[src/rtl/seg7_scan_driver.sv]
// Four-digit common-anode 7-segment scan driver: hex/blank/minus decode or raw segment bits.
// Optional LEADING_ZERO_BLANK_EN suppresses leading zero digits in pattern mode.
module seg7_scan_driver #(
    parameter int unsigned SCAN_N = 18
) (
    input  logic       clk,
    input  logic       reset,
    input  logic       raw_mode,
    input  logic [7:0] d0,
    input  logic [7:0] d1,
    input  logic [7:0] d2,
    input  logic [7:0] d3,
    output logic [6:0] seg,
    output logic       dp,
    output logic [3:0] an
);

    logic [SCAN_N-1:0] cnt_q, cnt_d;
    logic [6:0]        seg_q, seg_d;
    logic              dp_q, dp_d;
    logic [3:0]        an_q, an_d;
    logic [1:0]        sel;
    logic [7:0]        v;
    logic              supp;

    function automatic logic [6:0] hex_glyph(input logic [4:0] c);
        logic [6:0] g;
        g = 7'h7F;
        case (c)
            5'h00: g = 7'h40;
            5'h01: g = 7'h79;
            5'h02: g = 7'h24;
            5'h03: g = 7'h30;
            5'h04: g = 7'h19;
            5'h05: g = 7'h12;
            5'h06: g = 7'h02;
            5'h07: g = 7'h78;
            5'h08: g = 7'h00;
            5'h09: g = 7'h10;
            5'h0A: g = 7'h08;
            5'h0B: g = 7'h03;
            5'h0C: g = 7'h46;
            5'h0D: g = 7'h21;
            5'h0E: g = 7'h06;
            5'h0F: g = 7'h0E;
            5'h11: g = 7'h3F;
            default: g = 7'h7F;
        endcase
        return g;
    endfunction

`ifdef LEADING_ZERO_BLANK_EN
    function automatic logic is_blank_code(input logic [4:0] c);
        return (c == 5'h10) || (c >= 5'h12);
    endfunction

    logic supp3, supp2, supp1;

    // A zero is suppressed only when every digit to its left is dark.
    always_comb begin
        supp3 = (d3[4:0] == 5'h00);
        supp2 = (d2[4:0] == 5'h00) && (supp3 || is_blank_code(d3[4:0]));
        supp1 = (d1[4:0] == 5'h00) && (supp2 || is_blank_code(d2[4:0]));
    end
`endif

    assign sel = cnt_q[SCAN_N-1:SCAN_N-2];

    always_comb begin
        cnt_d = cnt_q + 1'b1;
        v     = d0;
        supp  = 1'b0;
        case (sel)
            2'd0: v = d0;
            2'd1: v = d1;
            2'd2: v = d2;
            default: v = d3;
        endcase
`ifdef LEADING_ZERO_BLANK_EN
        case (sel)
            2'd1: supp = supp1;
            2'd2: supp = supp2;
            2'd3: supp = supp3;
            default: supp = 1'b0;
        endcase
`endif
        if (raw_mode) begin
            seg_d = ~v[6:0];
        end else if (supp) begin
            seg_d = 7'h7F;
        end else begin
            seg_d = hex_glyph(v[4:0]);
        end
        dp_d = ~v[7];
        an_d = ~(4'b0001 << sel);
    end

    always_ff @(posedge clk or posedge reset) begin
        if (reset) begin
            cnt_q <= '0;
            seg_q <= 7'h7F;
            dp_q  <= 1'b1;
            an_q  <= 4'b1111;
        end else begin
            cnt_q <= cnt_d;
            seg_q <= seg_d;
            dp_q  <= dp_d;
            an_q  <= an_d;
        end
    end

    assign seg = seg_q;
    assign dp  = dp_q;
    assign an  = an_q;

endmodule

[config.mk]
export PLATFORM = sky130hd
export DESIGN_NAME = seg7_scan_driver
export DESIGN_NICKNAME = d
export VERILOG_FILES = /design/src/rtl/seg7_scan_driver.sv
export SDC_FILE = /design/constraint.sdc
export NUM_CORES = 1
export LEC_CHECK = 0
export ABC_AREA = 1
export ABC_CLOCK_PERIOD_IN_PS = 1600
export BUFFER_PORTS_ARGS = -buffer_cell sky130_fd_sc_hd__buf_2
export CORE_ASPECT_RATIO = 1.25
export CORE_MARGIN = 5
export CORE_UTILIZATION = 30
export CTS_BUF_LIST = sky130_fd_sc_hd__clkbuf_4
export DETAILED_ROUTE_END_ITERATION = 8
export HOLD_SLACK_MARGIN = 0.05
export PLACE_DENSITY = 0.54
export SLEW_MARGIN = 40
export SYNTH_ARGS = -nofsm -noshare
export SYNTH_HDL_FRONTEND = slang
export SYNTH_SLANG_ARGS = --single-unit
[constraint.sdc]
create_clock -name clk -period 1.6 [get_ports clk]
set_input_delay 0.16 -clock clk [delete_from_list [all_inputs] [get_ports clk]]
set_output_delay 0.16 -clock clk [all_outputs]
set_load 0.005 [all_outputs]
## Word-level counts from Yosys, hierarchy flattened

Memory sizes are Yosys's and may differ from the RTL's.
Index checks and enable logic that the tools add are counted.

- Shift operators: 1
- Bitwise gates (word level): 3
- Reductions and logical operators: 1
- Mux-type cells: 2
- Eq/ne operators: 2
- Add/sub/neg operators: 1

Operators with widths:

| cell | number |
|---|---|
| $pmux W8 S3 | 1 |
| $add A18 B1 Y18 const B | 1 |
| $mux W7 | 1 |
| $not A7 Y7 | 1 |
| $not A4 Y4 | 1 |
| $shl A1 B2 Y4 const A | 1 |
| $eq A2 B1 Y1 const B | 1 |
| $eq A2 B2 Y1 const B | 1 |
| $logic_not A2 Y1 | 1 |
| $not A1 Y1 | 1 |

- Memory bits (read-only): 224
- Memories: 1
- Output and inout port bits: 12
- Register bits after elaboration: 30

Memories:

| name | words | width | rd ports | clocked after memory_dff | write ports | RTL line | RTL |
|---|---|---|---|---|---|---|---|
| (name not given) | 32 | 7 | 1 | 0 | 0 | 29 | `case (c)` |

## Longest topological paths before layout

- Depth in word-level cells: 4
- Gate-level depth with buffers: 14
- Gate-level depth less buffers: 13

## Worst setup path after synthesis

OpenSTA, ideal clock, no wires.

- Path kind: reg-to-reg
- Start point: reg cnt_q[17]
- End point: reg seg_q[0] (netlist: seg[0])
- Setup slack: -0.098 ns
- Data required time: 1.524 ns
- Buffers on the path: 1
- Period minus slack after synthesis: 1.698 ns
- Arrival: 1.622 ns
- Cell stages (with the launch flop): 15
- Library setup time: 0.076 ns
- Cell sequence: dfrtp_1 > buf_2 > inv_1 > nor2_2 > nand2_1 > nand3_1 > nor2_2 > inv_1 > ha_1 > nand3_1 > nand2_1 > nand2_1 > inv_1 > nor2_1 > nor2_1

- Longest elaborated chain between the ends: 4

Ends and longest elaborated chain:

| item | RTL line | RTL |
|---|---|---|
| start, declared | 18 | `logic [SCAN_N-1:0] cnt_q, cnt_d;` |
| start signal, assigned | 105 | `cnt_q <= cnt_d;` |
| $eq A2 B2 Y1, or another cell as far along | 73 | `case (sel)` |
| $pmux W8 S3 (*) | 73 |  |
| $mem_v2 Z32 W7 or $not A7 Y7 (tied branches) | - |  |
| $mux W7 (*) | 87 | `if (raw_mode) begin` |
| via seg_d[0] | 19 | `logic [6:0] seg_q, seg_d;` |
| end signal, assigned | 106 | `seg_q <= seg_d;` |
| end, declared | 19 |  |

Mark *: on every way through the listed nets, which the timed path passes. The rest lies on a longest branch.

## Worst setup path in the final report

- Start point: reg cnt_q[16]
- End point: reg seg_q[0] (netlist: seg[0])

Same word-level chain as after synthesis.

==> results.cfg <==
[floorplan]
num_rows = 30
die_h_um = 93.8
io_pins = 47
dieArea_um2 = 7230
fp.coreArea_um2 = 5440
die_w_um = 77.0
initial_core_util = 0.310

[logic_synthesis]
yosysSeqAreaShare = 0.454
syn_area_um2 = 1690
netlist_instances = 209
avgSynthCellArea_um2 = 8.06
yosys.cell_types.count = 29
yosys_register_bits = 30
yosys_warnings = 0
synth_nets = 250

[grt]
grt.total_usage = 0.136
grt.met1_usage = 0.160
grt_pass1_wl_mm = 7.91
grt_use_met3 = 0.0336
grt_pass1_vias = 1734
busiest_layer = met2
met2_usage = 0.234
grt_antenna_before_repair = 0
grt_max_degree = 12
grt_overflow = 0

[flow_run]
maxCapViolations = 0

[timing]
fin_crit_sh = 1.07
finalCriticalPeriod_ns = 1.71
max_freq_ghz = 0.586
fin_setup_tns_ns = -0.539
fin_ws_ns = -0.107
fin_skew_ns = 0.0158
grt_setup_unrepaired = true
slew_viol_final = 0
relSlewSlack = 0.706
tightest_slew_ns = 0.441
setup_viol = 7
hold_ws_ns = 0.103
finalHoldViolations = 0

[detailed_routing]
wl_per_cell_um = 12.4
ant_nets = 0
drc = 0
drt_iter0_markers = 37
wirelength_mm = 4.57
via_per_inst = 4.52
vias = 1669
firstDrtPassIters = 4

[layout]
syn_to_final_growth_pct = 51.2
multiInputGateArea_um2 = 985
antenna_cells = 0
drive_above_1_share = 0.485
fill_cells = 552
nets = 345
ff_latch_area_um2 = 768

[placed_design]
gp_congestion = 0.867
port_buffers = 46
post-place-ws_ns = -0.210
dp_hpwl_mm = 3.56

[power_and_ir_drop]
leakagePower_nw = 1.29
p_switching_w = 0.000391
ir_drop_mv = 0.271
p_int_w = 0.00109
powerDensity_nw_per_um2 = 581
p_seq_frac = 0.536
combPwrFrac = 0.166
power.total_w = 0.00148
p_clk_frac = 0.298
p_sw_frac = 0.264

[clock_network]
cts.path.max_buffers = 2
clk_latency_ns = 0.33
clockRootBuffer = clkbuf_4
cts_tree = yes
cts_inserted_buffers = 5
htreeDepth = 2
cts.sinks = 30
path_clk_slew_ns = 0.10

[setup_path]
path_max_fanout = 6
critical_path_class = register to register
crit_required_ns = 1.85
max_stage_delay_ns = 0.49
cp.arrival_ns = 1.96
worst_setup_path_start_kind = register
critPathSlowestCell = dfrtp_2
endpoint_kind = register
crit_path_cell_trace = inv_2, nor2_4, nand2_2, nand3_2, nor2_4, ha_2, nand3_2, nand2_1, nand2_1, inv_1, nor2_1, nor2_1

[outcome]
status = finished with violations
violations = setup timing

[min_path]
hold_path.class = input pin to register
## state kept, by name, indices dropped and copies added, names as in the netlist
signal	count
an	4
cnt_q	18
dp	1
seg	7
## kinds of logic (layout without fill, tap and decap cells)
logic type / Yosys count / in the layout / share of synthesized area
XOR/XNOR: 16 / 16 / 0.0831
flip-flops: 30 / 30 / 0.454
buffers and inverters: 24 / 119 / 0.0564
AO/OA/AOI/OAI: 18 / 18 / 0.0587
adder cells (fa/ha/maj): 6 / 6 / 0.0445
AND/OR/NAND/NOR: 115 / 116 / 0.303
## cell type report
class	instances	area share
multi-input cells	156	0.387
inverters	22	0.0373
repair buffers	89	0.222
clock buffers	6	0.0177
well taps	64	0.0314
flip-flops and latches	30	0.302
clock inverters	2	0.00344
## worst paths after layout
kind | startpoint | endpoint | slack (ns) | depth (start not counted)
worst max register to register | cnt_q[16] | seg[0] | -0.11 | 12
min in group asynchronous | reset | cnt_q[15] | 0.36 | 3
worst max-delay path | cnt_q[16] | seg[0] | -0.11 | 12
max in group asynchronous | reset | seg[1] | 0.64 | 4
worst min-delay path | d1[7] | dp | 0.10 | 4
worst min register to register | cnt_q[15] | cnt_q[15] | 0.48 | 1
## worst max-delay path, delay by kind of cell, from the launching register on
family,cells,cell delay [ns]
buffers and inverters,2,0.13
flip-flops,1,0.49
AND/OR/NAND/NOR,9,0.76
adder cells (fa/ha/maj),1,0.23
## per-stage QoR
stage	instance area [um^2]	util	instances
3_5_place_dp	2260	0.416	349
2_1_floorplan	1730	-	209
6_report	2550	0.468	369
5_1_grt	2550	0.468	369
4_1_cts	2480	0.456	367
3_3_place_gp	2260	0.416	349
## layer usage
metal | vias to the layer above | routed length, um
li1 | 852 | -
met1 | 766 | 1940
met5 | - | 0
met4 | 0 | 130
met3 | 12 | 210
met2 | 39 | 2290
## placed cells by master, fill, tap and decap left out, types with 2 or more instances in the layout
master	synthesis	final
nand2_1	54	49
buf_2	1	46
buf_4	1	39
nor2_1	22	19
nand3_1	22	16
dfrtp_1	18	16
inv_1	19	15
dfstp_2	12	12
xor2_1	10	10
nand2_2	3	7
xnor2_1	6	6
nand3_2	0	6
clkbuf_4	0	6
nor2_4	1	5
o21ai_0	5	5
o21ai_1	5	4
ha_4	0	4
inv_4	0	3
nor2_2	4	3
inv_2	3	3
a21oi_1	4	3
nand4_1	2	2
or2_1	2	2
nand2_4	0	2
dfrtp_2	0	2
dlygate4sd3_1	0	2
buf_6	0	2
## synth_stat cells (all sizes together)
library cell / number / area share
a31oi: 1 / 0.0037
o21ai: 10 / 0.030
xnor2: 6 / 0.031
a211oi: 1 / 0.0045
buf: 2 / 0.0074
nand3b: 1 / 0.0045
ha: 6 / 0.045
nor3: 2 / 0.0089
a21oi: 4 / 0.012
dfrtp: 18 / 0.27
or2: 4 / 0.015
nand2: 57 / 0.13
o211ai: 1 / 0.0045
nand3: 22 / 0.065
xor2: 10 / 0.052
dfstp: 12 / 0.19
nor2: 27 / 0.071
nand4: 2 / 0.0074
a21boi: 1 / 0.0045
inv: 22 / 0.049
## power groups by stage
stage / registers [W] / logic [W] / clock network (W)
2_1_floorplan: 0.000808 / 0.0000929 / 0
3_3_place_gp: 0.000808 / 0.000204 / 0
3_5_place_dp: 0.000807 / 0.000206 / 0
4_1_cts: 0.000794 / 0.000237 / 0.000468
5_1_grt: 0.000796 / 0.000276 / 0.000502
6_report: 0.000793 / 0.000246 / 0.000441
## repair_timing
| item | in CTS | in global routing |
|---|---|---|
| buffers inserted | 7 | 2 |
| endpoints found under the setup margin | 8 | 12 |
| pin swaps | 18 | 14 |
| gates resized for setup | 20 | 16 |
| hold buffers | 2 | 0 |
| cloned | 1 | 0 |
| endpoints found under the hold margin | 7 | 0 |
Power figures use the tool's default switching activity.
